[config.mk]
export PLATFORM = sky130hd
export DESIGN_NAME = sprite_blitter
export DESIGN_NICKNAME = d
export VERILOG_FILES = /design/src/rtl/sprite_pkg.sv /design/src/rtl/pix_skid_fifo.sv /design/src/rtl/sprite_blitter.sv
export SDC_FILE = /design/constraint.sdc
export NUM_CORES = 1
export LEC_CHECK = 0
export BUFFER_PORTS_ARGS = -buffer_cell sky130_fd_sc_hd__buf_2
export CORE_AREA = 2 2 117 147
export CTS_BUF_LIST = sky130_fd_sc_hd__clkbuf_8
export DETAILED_ROUTE_END_ITERATION = 8
export DIE_AREA = 0 0 119 149
export SLEW_MARGIN = 15
export SYNTH_ARGS = -nofsm -noshare
export SYNTH_HDL_FRONTEND = slang
export SYNTH_SLANG_ARGS = --single-unit
[constraint.sdc]
create_clock -name Clk -period 3.05 [get_ports Clk]
set_clock_uncertainty 0.2 [all_clocks]
set_input_delay 0.1525 -clock Clk [delete_from_list [all_inputs] [get_ports Clk]]
set_output_delay 0.1525 -clock Clk [all_outputs]
set_load 0.02 [all_outputs]
[src/rtl/sprite_pkg.sv]
// Shared types and defaults for the sprite blitter: FSM state encoding,
// the transparent palette index and the buffered pixel record.
package sprite_pkg;

    typedef enum logic [1:0] {
        IDLE,
        RUN,
        DRAIN,
        DONE
    } blit_state_t;

    localparam logic [3:0]  TRANSPARENT  = 4'h0;
    localparam int unsigned SCREEN_W_DEF = 640;
    localparam int unsigned SCREEN_H_DEF = 480;
    localparam int unsigned PIX_AW       = 19;

    typedef struct packed {
        logic [PIX_AW-1:0] fb_addr;
        logic [3:0]        data;
    } pix_t;

endpackage

[src/rtl/pix_skid_fifo.sv]
// Two-entry registered FIFO of pixel records; slot0 is always the head,
// so the head stays stable while the consumer stalls.
module pix_skid_fifo
    import sprite_pkg::*;
(
    input  logic       Clk,
    input  logic       Reset_n,
    input  logic       push,
    input  pix_t       push_pix,
    input  logic       pop,
    output pix_t       head,
    output logic       full,
    output logic       empty,
    output logic [1:0] count
);

    pix_t       slot0_q, slot0_d;
    pix_t       slot1_q, slot1_d;
    logic [1:0] count_q, count_d;
    logic       do_pop;

    always_comb begin
        slot0_d = slot0_q;
        slot1_d = slot1_q;
        count_d = count_q;
        do_pop  = pop && (count_q != 2'd0);
        unique case ({push, do_pop})
            2'b10: begin
                if (count_q == 2'd0) slot0_d = push_pix;
                else                 slot1_d = push_pix;
                count_d = count_q + 2'd1;
            end
            2'b01: begin
                slot0_d = slot1_q;
                count_d = count_q - 2'd1;
            end
            2'b11: begin
                if (count_q == 2'd1) begin
                    slot0_d = push_pix;
                end else begin
                    slot0_d = slot1_q;
                    slot1_d = push_pix;
                end
            end
            default: ;
        endcase
    end

    always_ff @(posedge Clk) begin
        if (!Reset_n) begin
            slot0_q <= '0;
            slot1_q <= '0;
            count_q <= '0;
        end else begin
            slot0_q <= slot0_d;
            slot1_q <= slot1_d;
            count_q <= count_d;
        end
    end

    assign head  = slot0_q;
    assign full  = (count_q == 2'd2);
    assign empty = (count_q == 2'd0);
    assign count = count_q;

endmodule

[src/rtl/sprite_blitter.sv]
// Walks a 1-cycle-latency sprite ROM and copies opaque, on-screen pixels
// into the frame buffer at the latched origin, honouring fb_ready.
module sprite_blitter
    import sprite_pkg::*;
#(
    parameter int unsigned SPR_W    = 23,
    parameter int unsigned SPR_H    = 22,
    parameter int unsigned ROM_AW   = 9,
    parameter int unsigned SCREEN_W = SCREEN_W_DEF,
    parameter int unsigned SCREEN_H = SCREEN_H_DEF,
    parameter int unsigned FB_AW    = 19
)(
    input  logic              Clk,
    input  logic              Reset_n,
    input  logic              start,
    input  logic [9:0]        org_x,
    input  logic [9:0]        org_y,
    output logic [ROM_AW-1:0] rom_addr,
    input  logic [3:0]        rom_data,
    output logic              fb_we,
    output logic [FB_AW-1:0]  fb_addr,
    output logic [3:0]        fb_data,
    input  logic              fb_ready,
    output logic              busy,
    output logic              done
);

    localparam int unsigned CW = (SPR_W > 1) ? $clog2(SPR_W) : 1;
    localparam int unsigned RW = (SPR_H > 1) ? $clog2(SPR_H) : 1;

    blit_state_t       state_q, state_d;
    logic [CW-1:0]     col_q, col_d;
    logic [RW-1:0]     row_q, row_d;
    logic [9:0]        org_x_q, org_x_d;
    logic [9:0]        org_y_q, org_y_d;
    logic [ROM_AW-1:0] rom_addr_q, rom_addr_d;
    logic [10:0]       tag_x_q, tag_x_d;
    logic [10:0]       tag_y_q, tag_y_d;
    logic              tag_vld_q, tag_vld_d;

    pix_t              push_pix, head_pix;
    logic              push, pop, fifo_full, fifo_empty;
    logic [1:0]        fifo_count;
    logic              keep, last_pos;
    logic [2:0]        occ_after, cnt_next;

    // Capture stage: the tag issued last cycle lines up with rom_data now.
    always_comb begin
        keep = tag_vld_q
            && (rom_data != TRANSPARENT)
            && (32'(tag_x_q) < SCREEN_W)
            && (32'(tag_y_q) < SCREEN_H);
        push             = keep && !fifo_full;
        push_pix.fb_addr = PIX_AW'(32'(tag_y_q) * SCREEN_W + 32'(tag_x_q));
        push_pix.data    = rom_data;
        pop              = !fifo_empty && fb_ready;
        // Occupancy is taken after this cycle's pop so a free-flowing
        // frame buffer sustains one issue per cycle.
        occ_after = {1'b0, fifo_count} - {2'b0, pop} + {2'b0, tag_vld_q};
        cnt_next  = {1'b0, fifo_count} - {2'b0, pop} + {2'b0, push};
    end

    always_comb begin
        state_d    = state_q;
        col_d      = col_q;
        row_d      = row_q;
        org_x_d    = org_x_q;
        org_y_d    = org_y_q;
        rom_addr_d = rom_addr_q;
        tag_x_d    = 11'(org_x_q) + 11'(col_q);
        tag_y_d    = 11'(org_y_q) + 11'(row_q);
        tag_vld_d  = 1'b0;
        last_pos   = (col_q == CW'(SPR_W - 1)) && (row_q == RW'(SPR_H - 1));
        unique case (state_q)
            IDLE: begin
                if (start) begin
                    state_d    = RUN;
                    org_x_d    = org_x;
                    org_y_d    = org_y;
                    col_d      = '0;
                    row_d      = '0;
                    rom_addr_d = '0;
                end
            end
            RUN: begin
                if (occ_after < 3'd2) begin
                    tag_vld_d = 1'b1;
                    if (last_pos) begin
                        state_d = DRAIN;
                    end else begin
                        rom_addr_d = rom_addr_q + ROM_AW'(1);
                        if (col_q == CW'(SPR_W - 1)) begin
                            col_d = '0;
                            row_d = row_q + RW'(1);
                        end else begin
                            col_d = col_q + CW'(1);
                        end
                    end
                end
            end
            DRAIN: begin
                if (cnt_next == 3'd0) state_d = DONE;
            end
            DONE: state_d = IDLE;
            default: state_d = IDLE;
        endcase
    end

    always_ff @(posedge Clk) begin
        if (!Reset_n) begin
            state_q    <= IDLE;
            col_q      <= '0;
            row_q      <= '0;
            org_x_q    <= '0;
            org_y_q    <= '0;
            rom_addr_q <= '0;
            tag_x_q    <= '0;
            tag_y_q    <= '0;
            tag_vld_q  <= 1'b0;
        end else begin
            state_q    <= state_d;
            col_q      <= col_d;
            row_q      <= row_d;
            org_x_q    <= org_x_d;
            org_y_q    <= org_y_d;
            rom_addr_q <= rom_addr_d;
            tag_x_q    <= tag_x_d;
            tag_y_q    <= tag_y_d;
            tag_vld_q  <= tag_vld_d;
        end
    end

    pix_skid_fifo u_fifo (
        .Clk      (Clk),
        .Reset_n  (Reset_n),
        .push     (push),
        .push_pix (push_pix),
        .pop      (pop),
        .head     (head_pix),
        .full     (fifo_full),
        .empty    (fifo_empty),
        .count    (fifo_count)
    );

    assign rom_addr = rom_addr_q;
    assign fb_we    = !fifo_empty;
    assign fb_addr  = FB_AW'(head_pix.fb_addr);
    assign fb_data  = head_pix.data;
    assign busy     = (state_q == RUN) || (state_q == DRAIN);
    assign done     = (state_q == DONE);

endmodule

## Word level (Yosys, flattened, before mapping)

Index checks and enable logic that the tools add are counted.

- Mux-type cells: 26
- Equality and inequality tests: 19
- $add $sub $neg: 11
- Order comparisons: 3
- Reductions and logical operators: 26
- $mul: 1

Operators with widths:

| kind | number |
|---|---|
| 23-bit 2-to-1 mux | 4 |
| 23-bit one-hot mux with 3 select lines | 1 |
| 23-bit one-hot mux with 2 select lines | 1 |
| 5-bit 2-to-1 mux | 7 |
| 9-bit 2-to-1 mux | 3 |
| 10-bit by 5-bit adder with 11-bit output | 2 |
| 5-bit one-hot mux with 2 select lines | 2 |
| 19-bit by 11-bit adder with 19-bit output | 1 |
| 2-bit != test (second input constant) | 9 |
| 9-bit one-hot mux with 2 select lines | 1 |
| 11-bit by 3-bit multiplier with 12-bit output (second input constant) | 1 |
| 11-bit by 10-bit less-than comparator with 1-bit output (second input constant) | 1 |
| 11-bit by 9-bit less-than comparator with 1-bit output (second input constant) | 1 |
| 5-bit by 1-bit adder with 5-bit output (second input constant) | 2 |
| 2-bit equality test (second input constant) | 5 |
| 5-bit equality test (second input constant) | 2 |
| 9-bit by 1-bit adder with 9-bit output (second input constant) | 1 |
| 2-bit 2-to-1 mux | 4 |
| 2-bit one-hot mux with 4 select lines | 1 |
| 4-bit AND reduction | 2 |
| 2-bit nonzero test | 4 |
| 1-bit logical AND | 7 |
| 3-bit by 1-bit adder with 3-bit output | 2 |
| 2-bit by 1-bit equality test with 1-bit output (second input constant) | 3 |
| 15 further kinds | 19 |

- Word-level logic and storage cells: 100
- Bits in registers: 112

## Depth between registers and ports, before layout

- Depth in word-level cells: 9
- Mapped depth: 16

## Cells and area by module

From an unflattened synthesis, not the netlist that was laid out.

- Cells, all modules: 641
- Area total of the unflattened synthesis: 5900.7 um2

Modules (own cells, without submodules):

| module | area each (um2) | times used | cells an instance | seq. area each (um2) |
|---|---|---|---|---|
| sprite_blitter | 3679.8 | 1 | 432 | 1281.2 |
| pix_skid_fifo | 2220.9 | 1 | 209 | 960.9 |

## Worst setup path before layout

OpenSTA, ideal clock, no wires.

- Kind: register to register
- Start: reg u_fifo.count_q[0], in the netlist u_fifo.count[0]
- End: reg col_q[4]
- Path slack: -0.368 ns
- Stages on the path, launching flop included: 16
- Arrival time: 3.085 ns
- Setup time: 0.133 ns
- Required time: 2.717 ns
- Buffers on the path: 1
- Path through: dfxtp_1 > inv_1 > ha_1 > inv_1 > nand2_1 > inv_1 > ha_1 > ha_1 > inv_1 > ha_1 > or2_2 > a222oi_1 > clkbuf_1 > nand4_1 > xor2_1 > nor2_1

- Cells in the longest elaborated chain, start to end: 8

Ends and longest elaborated chain:

| element | RTL line | RTL |
|---|---|---|
| start, declared | pix_skid_fifo.sv:19 | `logic [1:0] count_q, count_d;` |
| start signal, assigned | pix_skid_fifo.sv:57 | `count_q <= count_d;` |
| 2-bit zero test | pix_skid_fifo.sv:63 | `assign empty = (count_q == 2'd0);` |
| 1-bit zero test | n/a |  |
| via fb_we | sprite_blitter.sv:20 | `output logic fb_we,` |
| 1-bit logical AND | sprite_blitter.sv:56 | `pop = !fifo_empty && fb_ready;` |
| 2-bit by 1-bit subtractor with 3-bit output | sprite_blitter.sv:59 | `occ_after = {1'b0, fifo_count} - {2'b0, pop} + {2'b0, tag_vld_q};` |
| 3-bit by 1-bit adder with 3-bit output | sprite_blitter.sv:59 |  |
| 3-bit by 2-bit less-than comparator with 1-bit output | sprite_blitter.sv:86 | `if (occ_after < 3'd2) begin` |
| 2-bit != test (no line) | n/a |  |
| 4-bit AND reduction (no line) | n/a |  |
| end signal, assigned | sprite_blitter.sv:122 | `col_q <= col_d;` |
| end, declared | sprite_blitter.sv:32 | `logic [CW-1:0] col_q, col_d;` |

The timed path passes the listed nets, and every way through them passes these cells.
A chain may end at the register's enable or synchronous reset.

## Final worst setup path

- Start: reg tag_y_q[1]
- End: reg u_fifo.slot1_q[22] (netlist bit)

- Cells in the longest elaborated chain, start to end: 6

Ends and longest elaborated chain:

| element | RTL line | RTL |
|---|---|---|
| start, declared | sprite_blitter.sv:38 | `logic [10:0] tag_y_q, tag_y_d;` |
| start signal, assigned | sprite_blitter.sv:128 | `tag_y_q <= tag_y_d;` |
| parallel branches: the longest is 6 deep, another holds 19-bit by 11-bit adder with 19-bit output | n/a |  |
| end signal, assigned | pix_skid_fifo.sv:56 | `slot1_q <= slot1_d;` |
| end, declared | pix_skid_fifo.sv:18 | `pix_t slot1_q, slot1_d;` |

Several ways; the timed one is not identified. The select of a mux whose other input is x is not followed.

==> results.yml <==
clock_network:
  path_clk_slew_ns: 0.10
  clock_insertion_delay_at_the_later_pin_of_the_skew_report_ns: 0.39
  clock_net_sink_count: 112
  clock_tree.htree_level_count: 3
  tritoncts: "yes"
  cts_max_path_buffers: 2
  numCtsBuffers: 9
  clockRootBuffer: "clkbuf_8"
timing:
  postLayoutSetupSlackWorst_ns: -0.03860
  grt_setup_unrepaired: "yes"
  max_slew_margin_pct: 47.18
  min_period_ns: 3.089
  timing_hold_violations_final: 0
  finalMaxSlewViolations: 0
  max_freq_ghz: 0.3238
  finalSetupTns_ns: -0.06797
  setup-violations-final: 3
  hold-worst-slack_ns: 0.09079
  worst_slew_pin_slew_ns: 0.7871
  fin_crit_sh_pct: 101.3
place:
  detailed_place.area_sq_um: 6466
  place_inst: 928
  gp_congestion: 0.7540
  portBuffers: 62
  dp_worst_setup_slack_ns: -0.07453
  dp.final_hpwl_mm: 8.952
pwr:
  netSwitchingFraction_pct: 38.67
  intPower_mw: 3.228
  power_density_nw_per_um2: 732.3
  finalPower_mw: 5.264
  ir_worst_vdd_uv: 322.5
  relative_contribution_of_the_clock_network_to_total_power_pct: 17.0
  cell_leakage_power_nw: 3.118
  p_seq_share_pct: 37.4
  p_sw_mw: 2.035
  combinationalPowerShare_pct: 45.5
route:
  drt_first_iter_violations: 290
  drt-vias-per-instance: 4.790
  detailedRoute.firstPassIterationCount: 4
  remaining_drc_errors: 0
  ant_nets: 0
  finalWirelength_mm: 12.52
  routed-via-count: 4699
  routedWlPerCell_microns: 12.76
logic_synthesis:
  synth_seq_area_share_pct: 39.82
  netlist_area_sq_um: 5630
  yosys.area.top_type_share_pct: 39.82
  synth_flop_cell: "dfxtp_1"
  yosys_warnings: 0
  synthesis.area_per_instance_sq_um: 8.743
  mappedNetlistNets: 727
  synthesized_instance_count: 644
  synthMostInstantiatedCell: "dfxtp_1"
  synth_area_leader_cell: "dfxtp_1"
  number_of_synthesized_register_bits: 112
  synth_enable_flop_cells: 0
  ys_types: 50
  ys_top_cells_by_area: "dfxtp_1, ha_1, nand2_1"
  synth_common_cells: "dfxtp_1, nand2_1, a21oi_1, nor2_1, ha_1"
  postSynth.asyncResetShare_pct: 0
setup_path:
  path_max_fanout: 3
  rrSetupSlack_ns: -0.04
  critical_path.startpoint_type: "flop"
  worstReg2RegEnd: "u_fifo.slot1_q[22]"
  worst-r2r-cell-count: 10
  startpoint: "tag_y_q[1]"
  end_kind: "flop"
  worstPathArrival_ns: 3.13
  critical_path_required_ns: 3.09
  worst_setup_path_type: "reg2reg"
  timing.rr.start: "tag_y_q[1]"
floorplanning:
  core_sq_um: 16510
  pin_count: 63
  core.rowCount: 53
  chipWidth_microns: 119
  initial_core_utilization_pct: 34.10
  die-area_sq_um: 17730
  die_height_microns: 149
run:
  drv.max_cap_violation_count: 0
global_routing:
  grt_start_max_net_pins: 41
  grt_antenna_before_repair: 0
  grt_usage_pct: 14.46
  grt-ovfl-total: 0
  grt_first_pass_wirelength_mm: 20.88
  grt_pass1_vias: 4557
finish:
  drive_gt1_share_pct: 22.73
  layout.core_utilization_pct: 43.53
  multi_input_comb_area_sq_um: 3458
  design_area_sq_um: 7188
  final_net_count: 839
  final_cell_count_no_fill: 981
  synthToLayoutAreaGrowth_pct: 27.67
  fillerInstances: 1668
  antenna_cells_inserted: 0
  layout.area.seq_sq_um: 2251
hold_path:
  timing.hold.worst.start: "Reset_n"
  hold_class: "in2reg"
  worstHoldPathCells: 4
  worst_hold_path.endpoint: "tag_vld_q"
run_status:
  violations: "setup timing"
  result_of_the_run: "finished with violations"
-- routing by layer --
layer	vias to the layer above	part of all wire (%)	routed length (microns)	GRT usage [%]
met3	18	3.1	383	2.523
met5	-	0	0	0
met4	0	1.9	236	5.952
met1	2136	47	5855	17.80
li1	2470	-	-	-
met2	75	48	6041	24.94
-- layout by cell type (no fill, tap or decap), types with 4 or more instances in the layout --
master / count
or3_1: 5
a21oi_2: 4
nor2_1: 52
nor3_1: 14
a21oi_1: 55
inv_1: 19
nand3_1: 10
nand4_1: 8
xor2_1: 24
a211oi_1: 9
o21ai_0: 20
clkbuf_8: 10
ha_1: 39
a221o_1: 6
nand2_1: 95
buf_4: 35
ha_4: 9
a21o_1: 8
a21boi_0: 5
dfxtp_2: 4
and2_1: 13
inv_4: 4
and3_1: 4
dfxtp_1: 107
xnor2_1: 15
o211a_1: 7
nor2b_1: 7
o21bai_1: 4
dlygate4sd3_1: 24
buf_2: 63
a221oi_1: 13
-- cell families (layout without fill, tap and decap cells) --
group                      count (synthesis)  after routing  synth area share [%]
AOI/OAI and AO/OA                        149            149                 17.47
xor gates and xnor gates                  42             42                 6.667
adders and majority gates                 55             55                 12.76
buffers and inverters                     50            167                 3.711
DFF                                      112            112                 39.82
muxes                                      3              3                0.5556
and+or+nand+nor                          233            233                 19.02
-- cell type report --
cell class,count,share of cell area (%)
multi-input cells,482,48.11
clock buffers,10,1.915
repair buffers,127,12.53
clock inverters,6,0.8355
well taps,220,3.829
inverters,24,1.462
flip-flops and latches,112,31.31
-- timing repair --
action,4_1_cts,5_1_grt
cloned,0,1
buffers inserted,7,5
hold buffers,24,0
hold endpoints to repair,28,0
pin swaps,18,18
endpoints found under the setup margin,8,19
gates resized for setup,5,30
-- power by group through the flow --
| stage | clock network, mW | logic [mW] | registers, mW |
|---|---|---|---|
| 2_1_floorplan | 0 | 1.34 | 2.14 |
| 3_3_place_gp | 0 | 2.16 | 1.99 |
| 6_report | 0.897 | 2.40 | 1.97 |
| 4_1_cts | 0.930 | 2.27 | 1.97 |
| 3_5_place_dp | 0 | 2.17 | 2.00 |
| 5_1_grt | 0.986 | 2.66 | 2.01 |
-- worst max-delay path by stage --
stage / slack [ns] / end / cells past startpoint
after global routing: -0.21 / u_fifo.head[19] / 11
after floorplan: -0.04 / u_fifo.slot1_q[22] / 10
final: -0.04 / u_fifo.slot1_q[22] / 10
after CTS: -0.04 / u_fifo.slot1_q[22] / 10
after detailed placement: -0.07 / u_fifo.slot1_q[22] / 10
after global placement: -0.05 / u_fifo.slot1_q[22] / 10
-- critical path: stages, from the launching register on --
cell and delay, ns:
dfxtp_2 0.35, ha_4 0.24, ha_4 0.16, fa_2 0.52, nand2b_1 0.05, or4b_4 0.49, a211oi_2 0.22, nand4_1 0.17
or3_4 0.43, nand3_2 0.06, a21oi_1 0.05
-- sequential cells by signal, indices dropped and copies added (netlist names) --
signal	cells
col_q	5
org_x_q	10
org_y_q	10
rom_addr	9
row_q	5
state_q	2
tag_vld_q	1
tag_x_q	11
tag_y_q	11
u_fifo.count	2
u_fifo.head	23
u_fifo.slot1_q	23
No activity file was read; power rests on OpenSTA's default activity.
